===== src/rtl/power_enable_sequencer.sv =====
// Power-enable sequencer for a conv -> pool -> fc pipeline.
// Each stage's enable rises a few cycles (WAKE_CYCLES) before its start pulse so the
// downstream clock gating unit can settle. The enable is held HOLD_CYCLES after the
// stage completes. Optional activity counters are built only when the macro
// PWR_ACT_STATS_EN is defined; otherwise the act_* ports are tied to zero.
module power_enable_sequencer #(
    parameter int unsigned WAKE_CYCLES = 2,
    parameter int unsigned HOLD_CYCLES = 4
) (
    input  logic        clk,
    input  logic        reset_n,
    input  logic        start,
    input  logic        abort,
    input  logic        conv_done,
    input  logic        pool_done,
    input  logic        fc_done,
    output logic        en_conv,
    output logic        en_pool,
    output logic        en_fc,
    output logic        conv_start,
    output logic        pool_start,
    output logic        fc_start,
    output logic        busy,
    output logic        seq_done,
    output logic [31:0] act_conv,
    output logic [31:0] act_pool,
    output logic [31:0] act_fc
);

    typedef enum logic [2:0] {
        StIdle, StConvWake, StConvRun, StPoolWake, StPoolRun, StFcWake, StFcRun, StDone
    } state_e;

    localparam logic [3:0] WakeLast = 4'(WAKE_CYCLES - 1);
    localparam logic [3:0] HoldInit = 4'(HOLD_CYCLES);

    state_e          state_q, state_d;
    logic [3:0]      wake_q, wake_d;
    logic [2:0][3:0] hold_q, hold_d;
    logic [2:0]      leave;       // stage i leaves its RUN state this cycle
    logic [2:0]      en_q, en_d;  // index 0 conv, 1 pool, 2 fc
    logic [2:0]      go_q, go_d;  // registered start pulses

    // Next-state, wake/hold counters and registered output targets.
    always_comb begin
        state_d = state_q;
        wake_d  = wake_q;
        hold_d  = hold_q;
        leave   = 3'b000;

        case (state_q)
            StIdle: begin
                if (start) begin
                    state_d = StConvWake;
                    wake_d  = 4'd0;
                end
            end
            StConvWake, StPoolWake, StFcWake: begin
                if (wake_q == WakeLast) begin
                    state_d = (state_q == StConvWake) ? StConvRun :
                              (state_q == StPoolWake) ? StPoolRun : StFcRun;
                end else begin
                    wake_d = wake_q + 4'd1;
                end
            end
            StConvRun: begin
                if (conv_done) begin
                    state_d  = StPoolWake;
                    wake_d   = 4'd0;
                    leave[0] = 1'b1;
                end
            end
            StPoolRun: begin
                if (pool_done) begin
                    state_d  = StFcWake;
                    wake_d   = 4'd0;
                    leave[1] = 1'b1;
                end
            end
            StFcRun: begin
                if (fc_done) begin
                    state_d  = StDone;
                    leave[2] = 1'b1;
                end
            end
            StDone:  state_d = StIdle;
            default: state_d = StIdle;
        endcase

        // Hold counters run independently so they can overlap later stages.
        for (int i = 0; i < 3; i++) begin
            if (leave[i]) begin
                hold_d[i] = HoldInit;
            end else if (hold_q[i] != 4'd0) begin
                hold_d[i] = hold_q[i] - 4'd1;
            end
        end

        // Abort wins over start and every done input.
        if (abort) begin
            state_d = StIdle;
            hold_d  = '0;
        end

        en_d[0] = (state_d == StConvWake) || (state_d == StConvRun) || (hold_d[0] != 4'd0);
        en_d[1] = (state_d == StPoolWake) || (state_d == StPoolRun) || (hold_d[1] != 4'd0);
        en_d[2] = (state_d == StFcWake)   || (state_d == StFcRun)   || (hold_d[2] != 4'd0);

        go_d[0] = (state_d == StConvRun) && (state_q != StConvRun);
        go_d[1] = (state_d == StPoolRun) && (state_q != StPoolRun);
        go_d[2] = (state_d == StFcRun)   && (state_q != StFcRun);
    end

    // State and registered outputs.
    always_ff @(posedge clk or negedge reset_n) begin
        if (!reset_n) begin
            state_q <= StIdle;
            wake_q  <= 4'd0;
            hold_q  <= '0;
            en_q    <= 3'b000;
            go_q    <= 3'b000;
        end else begin
            state_q <= state_d;
            wake_q  <= wake_d;
            hold_q  <= hold_d;
            en_q    <= en_d;
            go_q    <= go_d;
        end
    end

    assign en_conv    = en_q[0];
    assign en_pool    = en_q[1];
    assign en_fc      = en_q[2];
    assign conv_start = go_q[0];
    assign pool_start = go_q[1];
    assign fc_start   = go_q[2];
    assign busy       = (state_q != StIdle);
    assign seq_done   = (state_q == StDone);

`ifdef PWR_ACT_STATS_EN
    logic [2:0][31:0] act_q, act_d;
    logic             clr;

    assign clr = (state_q == StIdle) && start && !abort;

    // Saturating per-stage enable-active counters, cleared on an accepted start.
    always_comb begin
        act_d = act_q;
        for (int i = 0; i < 3; i++) begin
            if (clr) begin
                act_d[i] = 32'd0;
            end else if (en_q[i] && (act_q[i] != 32'hFFFF_FFFF)) begin
                act_d[i] = act_q[i] + 32'd1;
            end
        end
    end

    // Activity counter registers.
    always_ff @(posedge clk or negedge reset_n) begin
        if (!reset_n) begin
            act_q <= '0;
        end else begin
            act_q <= act_d;
        end
    end

    assign act_conv = act_q[0];
    assign act_pool = act_q[1];
    assign act_fc   = act_q[2];
`else
    assign act_conv = 32'd0;
    assign act_pool = 32'd0;
    assign act_fc   = 32'd0;
`endif

endmodule


===== config.mk =====
export PLATFORM = sky130hd
export DESIGN_NAME = power_enable_sequencer
export DESIGN_NICKNAME = d
export VERILOG_FILES = /design/src/rtl/power_enable_sequencer.sv
export SDC_FILE = /design/constraint.sdc
export NUM_CORES = 1
export LEC_CHECK = 0
export CORE_ASPECT_RATIO = 0.7
export CORE_MARGIN = 2
export CORE_UTILIZATION = 36
export CTS_CLUSTER_SIZE = 25
export DETAILED_ROUTE_END_ITERATION = 6
export PLACE_DENSITY_LB_ADDON = 0.2
export SLEW_MARGIN = 20
export SYNTH_ARGS = -nofsm -noshare
export SYNTH_HDL_FRONTEND = slang
export SYNTH_SLANG_ARGS = --single-unit

===== constraint.sdc =====
create_clock -name clk -period 1.58 [get_ports clk]
set_input_delay 0.237 -clock clk [delete_from_list [all_inputs] [get_ports clk]]
set_output_delay 0.237 -clock clk [all_outputs]
set_load 0.03 [all_outputs]

==> flow_summary.rst <==
.. list-table::
   :header-rows: 1

   * - Metric
     - Value
   * - Status
     - finished, violations left
   * - Failing checks
     - setup timing
   * - Post-synthesis cell area
     - ~2100 sq um
   * - Chip height
     - about 69 microns
   * - Total Wirelength
     - 3.87 mm
   * - Average instance area after synthesis
     - approximately 8.7 sq um
   * - Final critical-path setup slack
     - -62.9 ps
   * - Leak pwr
     - roughly 0.0012 uW
   * - Filler Cells Inserted
     - ~600
   * - Primary FF master, synth
     - sky130_fd_sc_hd__dfrtp_1
   * - Htree depth
     - 1
   * - Worst Hold Class
     - primary input to asynchronous set/reset pin
   * - RSZ-0062 raised after global routing
     - yes
   * - Detail Placement HPWL
     - about 2.9 mm
   * - TritonCTS clock tree
     - done
   * - Largest fanout on the critical path
     - 5
   * - Setup-failing EPs final
     - 4
   * - DRC violation count after routing
     - 0
   * - Number of buffers created by CTS
     - 3
   * - Fin. Hold Viols
     - 0
   * - Effective utilization at floorplan
     - between 30 and 40%
   * - Share of synthesized area occupied by flip-flops and latches
     - between 20% and 30%
   * - Number of DRC markers in iteration 0
     - 42
   * - Peak VDD IR
     - 0.882 mV
   * - Number of nets still failing antenna checks after routing
     - 0
   * - Chip width
     - 96.3 microns
   * - CP Buf/Inv Count
     - 1
   * - TritonRoute pass-1 iters
     - 4
   * - Synth Instances
     - roughly 250
   * - Placement Setup Slack
     - -189 ps
   * - Number of max-cap violations
     - 0
   * - Slew Limit Fails
     - 0
   * - RePlAce Congestion
     - about 0.8
   * - Number of ports placed on the die boundary
     - 111
   * - Die area
     - between 6000 and 7000 sq um
   * - Final critical-path required period
     - 1640 ps
   * - Clock sink count
     - 25
   * - Wire length of the first global-routing pass
     - around 5.9 mm
   * - Startpoint of the worst-slack reg-to-reg timing path
     - wake_q[1]
   * - Cell Chain, Critical Path
     - inv_1 -> ha_1 -> nor3b_4 -> and3b_1 -> a31o_4 -> nor3_2 -> a311o_1
   * - Total routing usage reported by global routing
     - around an eighth
   * - Buffers added on ports
     - 14
   * - Synth Register Bits
     - 25
   * - Cell count of the worst reg-to-reg path
     - 7
   * - Worst path top cell family by delay
     - simple AND/OR/NAND/NOR gates
   * - Critical path launch point type
     - flop
   * - Clock transition at the register clock pins on the worst setup and hold paths after CTS
     - about 90 ps
   * - Category of the most critical setup path
     - flop to flop
   * - R2R Path End
     - en_q[1]
   * - Tcrit/Tclk final
     - 104%
   * - Post-detailed-route via-to-cell ratio
     - approximately 4
   * - Data arrival time of the critical path
     - 1810 ps
   * - Data required time of the worst path
     - around 1700 ps
   * - Share of final-layout standard cells stronger than drive strength 1
     - around a fifth
   * - NumNets Final
     - about 310
   * - Inserted Diodes
     - 0
   * - Mean routed wirelength per cell
     - roughly 11 microns
   * - Number of antenna violations at the first check in global routing
     - 0
   * - Pin count of the biggest net entering global routing
     - 26
   * - Async set-reset flop share out of synthesis
     - 100%
   * - Yosys warning total
     - 0
   * - Cell at the root of the clock tree
     - sky130_fd_sc_hd__clkbuf_8
   * - Maximum buffer depth of the clock tree
     - 2
   * - Core Rows
     - 23
   * - Fin Clk Skew
     - between 7 and 8 ps
   * - Layout Area Growth over Synthesis
     - 10.4%
   * - Delay contributed by the slowest stage of the critical path
     - between 300 and 400 ps
   * - Total via count in the routed design
     - 1458
   * - Via count of the first global-routing pass
     - about 1.2k
   * - Peak clock frequency supported by timing
     - 609 MHz
   * - Endpoint kind of the worst setup timing path
     - flop
   * - Distinct cells, synth
     - 44
   * - Global route overflow
     - 0
   * - Post-layout power
     - 3380 uW
   * - P per Cell Area
     - about 1400 nW/um^2
   * - Master of the slowest instance on the critical path
     - sky130_fd_sc_hd__dfrtp_1
   * - Clock latency on the worst-skew pair
     - between 200 and 300 ps
   * - Minimum setup slack among reg-to-reg paths
     - -60 ps
   * - Number of synthesized flops with an enable pin
     - 0
   * - Placeable Area
     - 5760 sq um
   * - Finished Core Util
     - around 40%
cell usage in the layout, fill, tap and decap left out, types with 2 or more instances in the layout:
| master | n |
|---|---|
| sky130_fd_sc_hd__xnor2_1 | 5 |
| sky130_fd_sc_hd__a31oi_1 | 3 |
| sky130_fd_sc_hd__mux2i_1 | 2 |
| sky130_fd_sc_hd__nor3_1 | 15 |
| sky130_fd_sc_hd__nor3b_1 | 3 |
| sky130_fd_sc_hd__nand2b_1 | 3 |
| sky130_fd_sc_hd__clkdlybuf4s50_1 | 11 |
| sky130_fd_sc_hd__nor2_1 | 7 |
| sky130_fd_sc_hd__or3_1 | 3 |
| sky130_fd_sc_hd__xor2_1 | 2 |
| sky130_fd_sc_hd__dfrtp_1 | 24 |
| sky130_fd_sc_hd__o21ai_1 | 3 |
| sky130_fd_sc_hd__nor2_4 | 2 |
| sky130_fd_sc_hd__clkbuf_8 | 3 |
| sky130_fd_sc_hd__a21oi_1 | 9 |
| sky130_fd_sc_hd__nor2_2 | 3 |
| sky130_fd_sc_hd__inv_1 | 14 |
| sky130_fd_sc_hd__conb_1 | 96 |
| sky130_fd_sc_hd__o21ai_0 | 3 |
| sky130_fd_sc_hd__nand3b_1 | 2 |
| sky130_fd_sc_hd__nor2b_1 | 3 |
| sky130_fd_sc_hd__nand2_1 | 5 |
| sky130_fd_sc_hd__buf_6 | 3 |
| sky130_fd_sc_hd__ha_1 | 4 |
| sky130_fd_sc_hd__a2111oi_2 | 2 |
| sky130_fd_sc_hd__buf_4 | 33 |
| sky130_fd_sc_hd__nand3_1 | 2 |
timing repair:
item,in CTS,in global routing
cloned,0,0
endpoints found under the setup margin,9,12
hold buffers,0,0
buffers inserted,2,4
pin swaps,4,6
resized for setup,12,17
power breakdown:
part           switching [uW]  leakage (uW)  internal [uW]
Clock                     206     0.0000228            181
Combinational            1160      0.000864            845
Sequential                163      0.000331            822
Total                    1530       0.00122           1850
through the flow:
| step | hold slack [ps] | instances | area, sq um | TNS [ps] |
|---|---|---|---|---|
| detailed placement | 570 | 358 | 2210 | -747 |
| finish | 332 | 368 | 2370 | -167 |
| CTS | 347 | 364 | 2290 | -119 |
| global route | 371 | 368 | 2370 | -855 |
| global placement | 576 | 358 | 2210 | -670 |
| floorplan | -58.6 | 342 | 2510 | -89.7 |
state kept, by name, indices dropped and copies added, names as in the netlist:
register	cells
en_q	3
go_q	3
hold_q	12
state_q	3
wake_q	4
cell families (layout without fill, tap and decap cells):
group                      after synthesis  after routing  share of synthesized area, %
AOI/OAI and AO/OA                       31             31                          10.7
xor gates and xnor gates                 7              7                          2.85
adders and majority gates                5              5                          2.91
buffers and inverters                  116             67                          37.3
DFF                                     25             25                          29.1
muxes                                    2              2                         0.932
other                                    1             96                         0.175
and+or+nand+nor                         60             60                          16.0
how the worst max path moves through the flow:
stage / startpoint / endpoint / cells after the start
floorplan: wake_q[1] / en_q[1] / 7
global placement: conv_done / en_q[1] / 5
detailed placement: conv_done / en_q[1] / 5
CTS: wake_q[0] / en_q[1] / 5
global route: wake_q[1] / en_q[1] / 7
finish: wake_q[1] / en_q[1] / 7
routing by layer:
metal	vias to the layer above	GRT usage, %	wire length (microns)
met1	679	16.3	1900
met5	-	0	0
met2	51	18.8	1740
met3	2	2.39	200
li1	726	-	-
met4	0	2.64	29
layout make-up:
type / instances / area (sq um) / area share, %
clock buffers: 4 / 45.0 / 1.90
well taps: 75 / 93.8 / 3.96
repair buffers: 49 / 405 / 17.1
multi-input cells: 201 / 1150 / 48.4
inverters: 14 / 52.6 / 2.22
flip-flops and latches: 25 / 627 / 26.4
Yosys cell counts, drive strengths merged (2+ instances only):
master,instances,area [sq um]
buf,100,741
dfrtp,25,626
nor3,16,80.1
inv,14,52.6
nor2,12,45.0
a21oi,9,45.0
o21ai,7,38.8
nand2,6,22.5
ha,5,62.6
nor3b,5,48.8
xnor2,5,43.8
a31oi,3,18.8
nand2b,3,18.8
nor2b,3,18.8
or3,3,18.8
a2111oi,2,17.5
clkbuf,2,8.75
mux2i,2,20.0
nand3,2,10.0
nand3b,2,15.0
xor2,2,17.5
(Power assumes the default switching activity.)
